## config.mk

```make
export PLATFORM = sky130hd
export DESIGN_NAME = alu_cmd_sequencer
export DESIGN_NICKNAME = d
export VERILOG_FILES = /design/src/rtl/alu_cmd_sequencer.sv
export SDC_FILE = /design/constraint.sdc
export NUM_CORES = 1
export LEC_CHECK = 0
export ABC_AREA = 1
export CAP_MARGIN = 0
export CORE_MARGIN = 4
export CORE_UTILIZATION = 40
export DETAILED_ROUTE_END_ITERATION = 16
export SYNTH_ARGS = -nofsm -noshare
export SYNTH_HDL_FRONTEND = slang
export SYNTH_SLANG_ARGS = --single-unit
```

## constraint.sdc

```tcl
create_clock -name clk -period 2.4 [get_ports clk]
set_input_delay 0.6 -clock clk [delete_from_list [all_inputs] [get_ports clk]]
set_output_delay 0.6 -clock clk [all_outputs]
set_load 0.02 [all_outputs]
```

## src/rtl/alu_cmd_sequencer.sv

```systemverilog
// alu_cmd_sequencer: buffers SPI command frames and sequences them one at a time through the shared ALU
module alu_cmd_sequencer #(
    parameter int FIFO_DEPTH = 4,
    parameter int ALU_LAT = 1
) (
    input  logic clk,
    input  logic rst_n,
    input  logic [9:0] frame_bits,
    input  logic frame_valid,
    input  logic clr_err,
    input  logic [3:0] alu_result,
    input  logic [3:0] alu_flags,
    input  logic resp_ready,
    output logic [3:0] alu_a,
    output logic [3:0] alu_b,
    output logic [1:0] alu_sel,
    output logic [3:0] result_q,
    output logic [3:0] flags_q,
    output logic [7:0] resp_data,
    output logic resp_valid,
    output logic busy,
    output logic [$clog2(FIFO_DEPTH):0] fifo_count,
    output logic overrun
);
    localparam int AW = $clog2(FIFO_DEPTH);
    localparam int LW = $clog2(ALU_LAT) + 1;
    typedef enum logic [1:0] {IDLE, WAIT, RESP} state_t;
    state_t state, state_nx;
    logic [9:0] mem [FIFO_DEPTH];
    logic [AW-1:0] wr_ptr, rd_ptr;
    logic [LW-1:0] lat_cnt;
    logic pop, push, full, capture;
    assign full = fifo_count == (AW+1)'(FIFO_DEPTH);
    assign pop = state == IDLE && fifo_count != '0;
    assign push = frame_valid && (!full || pop);
    assign capture = state == WAIT && lat_cnt == LW'(ALU_LAT - 1);
    assign busy = state != IDLE;
    assign resp_valid = state == RESP;
    assign resp_data = {flags_q, result_q};
    // Frame storage; slots are only read after being written, so no reset is needed
    always_ff @(posedge clk)
        if (push) mem[wr_ptr] <= frame_bits;
    // FIFO pointers, occupancy and sticky overrun (a new drop beats a simultaneous clear)
    always_ff @(posedge clk or negedge rst_n)
        if (!rst_n) begin
            wr_ptr <= '0;
            rd_ptr <= '0;
            fifo_count <= '0;
            overrun <= 1'b0;
        end else begin
            if (push) wr_ptr <= wr_ptr + 1'b1;
            if (pop) rd_ptr <= rd_ptr + 1'b1;
            fifo_count <= fifo_count + (AW+1)'(push) - (AW+1)'(pop);
            overrun <= (frame_valid && !push) ? 1'b1 : clr_err ? 1'b0 : overrun;
        end
    // Sequencer state register
    always_ff @(posedge clk or negedge rst_n)
        if (!rst_n) state <= IDLE;
        else state <= state_nx;
    // Next state: issue when idle with work queued, respond after the settle time, retire on handshake
    always_comb begin
        state_nx = state;
        state_nx = pop ? WAIT : capture ? RESP : (resp_valid && resp_ready) ? IDLE : state;
    end
    // Operand load on issue, settle counter, and result/flag capture
    always_ff @(posedge clk or negedge rst_n)
        if (!rst_n) begin
            alu_a <= '0;
            alu_b <= '0;
            alu_sel <= '0;
            lat_cnt <= '0;
            result_q <= '0;
            flags_q <= '0;
        end else begin
            if (pop) begin
                {alu_a, alu_b, alu_sel} <= mem[rd_ptr];
                lat_cnt <= '0;
            end else if (state == WAIT) lat_cnt <= lat_cnt + 1'b1;
            if (capture) begin
                result_q <= alu_result;
                flags_q <= alu_flags;
            end
        end
endmodule

```

* Word level (Yosys, flattened, before mapping) *
Memories as Yosys holds them, arrays and structs flattened. A register that Yosys moved wholly into a read port is not among the register bits.
Cells that the tools add are included.

storage, ports and cells
  register bits = 19
  bits in latches = 0
  memory bits (writable) = 40
  ROM bits = 0
  bits of input ports = 23
  output and inout bits = 32
  word-level logic and storage cells = 42
  memories kept = 1

memory list
  memory  words  bits a word  rd ports  clocked after Yosys merged registers in  wr ports  RTL line  text
  mem     4      10           1         1                                        1         29        logic [9:0] mem [FIFO_DEPTH];

operators by class
  add/sub/neg operators = 5
  $mul = 0
  div/mod/pow operators = 0
  order comparisons = 0
  equal/unequal tests = 3
  shift-type cells = 0
  mux-type cells = 9
  bitwise gates (word level) = 1
  reduce and logical (&&, ||, !) cells = 15

operators with widths
  kind                 count
  $mux 1               6
  $mux 2               3
  $reduce_bool 2->1    3
  $reduce_bool 3->1    2
  $logic_and 1x1->1    5
  $add 2x1->2 const B  2
  $add 3x1->3          1
  $eq 3x3->1 const B   1
  $logic_not 1->1      3
  $sub 3x1->3          1
  $eq 2x1->1 const B   1
  $eq 2x2->1 const B   1
  $logic_not 2->1      1
  $add 1x1->1 const B  1
  $logic_or 1x1->1     1
  $not 1->1            1

* Logic depth before layout (Yosys ltp) *
  word-level depth = 7
  mapped depth = 10
  depth with buffers taken out = 10

* Worst setup path after synthesis *
OpenSTA, ideal clock, no wires.

  kind = flip-flop to flip-flop
  start = register fifo_count[1]
  end = register fifo_count[2]
  library setup time = 0.134 ns
  arrival time = 2.005 ns
  data required time = 2.266 ns
  path slack = 0.260 ns
  cell stages (with the launch flop) = 10
  buffers on the path = 1
  period minus slack after synthesis = 2.140 ns
  path through = dfrtp_1 nor2_4 a21oi_4 buf_6 ha_1 inv_1 ha_1 fa_1 xnor2_1 xor2_1

on the way
  word-level cells in the longest chain between the ends = 6

ends and longest elaborated chain
  what                      RTL line  text
  start: declaration        22        output logic [$clog2(FIFO_DEPTH):0] fifo_count,
  start signal: assignment  53        fifo_count <= fifo_count + (AW+1)'(push) - (AW+1)'(pop);
  $reduce_bool 3->1 *       34        assign pop = state == IDLE && fifo_count != '0;
  $logic_and 1x1->1 *       34
  net pop                   32        logic pop, push, full, capture;
  $logic_or 1x1->1          35        assign push = frame_valid && (!full || pop);
  $logic_and 1x1->1         35
  $add 3x1->3               53
  $sub 3x1->3 *             53

Mark *: on every way through the listed nets, which the timed path passes. The rest lies on a longest branch.
A chain may end at the register's enable or synchronous reset.

* Final worst setup path *
  start = register state[1]
  end = output port busy

on the way
  word-level cells in the longest chain between the ends = 1

ends and longest elaborated chain
  what                      RTL line  text
  start: declaration        28        state_t state, state_nx;
  start signal: assignment  59        else state <= state_nx;
  $reduce_bool 2->1         37        assign busy = state != IDLE;
  end: declaration          21        output logic busy,

Every way passes these cells.

==> impl.org <==
** Die
- Die Ht :: 95.47 um
- The core region is about 0.0073 mm2.
- The floorplan has 31 rows.
- The die covers 0.009115 mm2.
- Number of I/O pins :: 55
- Die width :: around 95 um
- For this configuration, the core starts out at a cell density of about two fifths.

** CTS
- Buffer cell driving the clock tree root :: clkbuf_8
- Post-CTS Hold Buffers :: 0
- In this run the deepest clock path goes through 2 buffers.
- In this run, CTS created clock tree buffers numbering 9.
- Clock tree sinks :: approximately 70
- Register clock-pin slew on the reported worst setup and hold paths :: 80 ps
- Quantity of gates resized following cts :: 0
- Clock H-tree levels :: 3
- TritonCTS built the clock tree.
- Clock network latency to the later pin of the worst-skew pair :: 340 ps
- Buffers added to address setup during post-CTS repair amount to 0.

** Drt
- Once detail routing completed, the nets flagged for antenna violations numbered 0.
- Detail-routed via count per cell :: between 4 and 5
- Dividing the detail-routed wire length by the instance count gives about 13 um.
- First-pass iteration count of the detailed router :: 4
- Summing over every cut layer, the via total after detailed routing is ~2,100.
- For this run, design rule violations remaining after detail routing come to 0.
- Detailed Route Iter0 Violations :: 80
- Routed Wire Length :: ~6000 um

** STA
- Setup repair after global routing left no endpoint under its margin.
- Max Freq :: roughly 0.47 GHz
- Slew @ Worst Pin :: roughly 500 ps
- Final hold slack :: a little under 500 ps
- The max-slew violation total from the final report was 0.
- Post-layout min period :: ~2100 ps
- Number of hold violations in the final report :: 0
- Final clock period utilization by the worst path :: 88.92%
- Final setup viols :: 0
- For the final database, setup skew stands at approximately 13 ps.
- Slew margin rel. :: around 67%
- Sum of negative setup slack :: 0 ps

** Synth
- Averaged over all synthesized cells, the footprint is between 9 and 10 um2.
- Number of register bits inferred by synthesis :: roughly 70
- Mapped cell area :: a little over 0.003 mm2
- After technology mapping, the gate count stands at approximately 310.
- Post-synthesis sequential area ratio :: between 60 and 70%
- Synth warnings :: 0
- The number of nets in the synthesized netlist is ~340.
- Count of cell types in the netlist :: 24

** Setup path
- Data arrives at the worst endpoint at between 1500 and 2000 ps.
- Along the worst path, the maximum fanout reaches 4.
- At the worst endpoint, the required time is approximately 1800 ps.
- In this run the register-to-register setup slack is roughly 350 ps.
- Crit. End Element :: output pin
- Type of the worst setup path :: register to output pin
- The worst setup path is launched from a register.

** Status
- Status :: completed

** Place
- Total placed cells including tap cells :: 455
- Detail Placement HPWL :: just under 4000 um
- The congestion estimate from routability-driven global placement came to ~0.72.
- Input and output buffers added on the ports amount to 54.

** Layout
- The post-route netlist has 9.677% of its cells at a drive strength greater than 1.
- Relative to the synthesized area, the layout overhead comes to 26.33%.
- Commonest non-fill, non-tap cell in the layout :: nand2_1
- Final cell count without fillers :: 471
- Top library cells by usage in the layout, fill and taps aside :: nand2_1, inv_1, clkdlybuf4s50_1
- In the final design database the tool counted slightly below 400 nets.
- Inserted Diodes :: 0
- Cells fill between 50% and 60% of the core in the end.

** GRT
- First-pass GRT wire length :: 9791 um
- Largest net degree at the start of global routing :: 30
- The via count of the first global-routing pass is between 1,500 and 2,000.
- After global routing the overflow that remains totals 0.
- Global routing consumed, over all layers together, ~14% of the routing resources.
- Number of antenna violations at the first check in global routing :: 0

** Power
- In this run the power density over the cells is 1293 mW/mm2.
- Summed over all cells, the static leakage comes to between 1.5 and 2 nW.
- IR analysis of the VDD net gives a maximum drop of 448.5 uV.
- Overall power consumption after layout is estimated at approximately 0.005 W.

** Job
- Maximum capacitance violations :: 0

** Hold path
- Hold crit path type :: register to register
-- cells in the mapped netlist (all sizes together) --
| library cell | n | area (um2) |
|---|---|---|
| ha | 6 | 75.07 |
| nor2 | 6 | 30.03 |
| edfxtp | 40 | 1201 |
| inv | 59 | 221.5 |
| xor2 | 2 | 17.52 |
| dfrtp | 29 | 725.7 |
| nand3 | 24 | 130.1 |
| fa | 1 | 20.02 |
| nand2 | 116 | 445.4 |
| a21boi | 1 | 7.510 |
| o21ai | 4 | 20.02 |
| xnor2 | 1 | 8.760 |
| a21oi | 1 | 16.27 |
| o22ai | 1 | 6.260 |
| nor3 | 1 | 10.01 |
| buf | 17 | 125.1 |
-- flip-flops by register name, indices dropped and copies added (netlist names) --
| name | flops |
|---|---|
| overrun | 1 |
| result_q | 4 |
| lat_cnt | 1 |
| mem | 40 |
| alu_sel | 2 |
| flags_q | 4 |
| wr_ptr | 2 |
| state | 2 |
| rd_ptr | 2 |
| alu_b | 4 |
| fifo_count | 3 |
| alu_a | 4 |
-- stage by stage --
stage          setup WS, ps  cell area [um2]
4_1_cts               240.2             3866
5_1_grt               165.9             3866
3_3_place_gp         -25.44             3675
6_report              265.8             3866
3_5_place_dp         -61.23             3675
2_1_floorplan         260.5             3060
-- layer usage --
layer	part of all wire, %	global-route usage [%]
met5	0	0
met3	6.0	3.315
met2	46	22.57
met4	1.9	7.109
met1	46	18.76
-- worst max-delay path: stages, from the launching register on --
cell and delay [ps]:
dfrtp_1 400, inv_2 80, nand2_4 100, clkdlybuf4s50_1 610
-- worst paths after layout --
path,to,start,cells after the start
worst max register to register,fifo_count[2]$_DFF_PN0_,state[1]$_DFFE_PN0P_,10
worst max-delay path,busy,state[1]$_DFFE_PN0P_,3
min in group asynchronous,result_q[1]$_DFFE_PN0P_,rst_n,2
worst min-delay path,alu_sel[0]$_DFFE_PN0P_,alu_sel[0]$_DFFE_PN0P_,2
max in group asynchronous,wr_ptr[1]$_DFFE_PN0P_,rst_n,2
worst min register to register,alu_sel[0]$_DFFE_PN0P_,alu_sel[0]$_DFFE_PN0P_,2
-- report_power, final --
| group | switching [W] | internal, W | leakage (nW) | total, W |
|---|---|---|---|---|
| logic | 0.00129 | 0.000912 | 1.01 | 0.00220 |
| registers | 0.000237 | 0.00165 | 0.722 | 0.00189 |
| clock network | 0.000433 | 0.000478 | 0.0939 | 0.000911 |
| total | 0.00196 | 0.00304 | 1.82 | 0.00500 |
-- final cells by class --
type                    instances  area, um2
well taps                      99      123.9
flip-flops and latches         69       1927
fillers                       658       3465
multi-input cells             164      787.0
clock inverters                 6      63.81
clock buffers                  10      127.6
repair buffers                 64      615.6
inverters                      59      221.5
-- cell families (layout without fill, tap and decap cells) --
kind of cell	Yosys count	in the layout	synth area share (%)
AOI/OAI and AO/OA	7	7	1.636
adders and majority gates	7	7	3.107
xor gates and xnor gates	3	3	0.8587
buffers and inverters	76	139	11.32
and+or+nand+nor	147	147	20.11
DFF	69	69	62.96
Power figures use the tool's default switching activity.
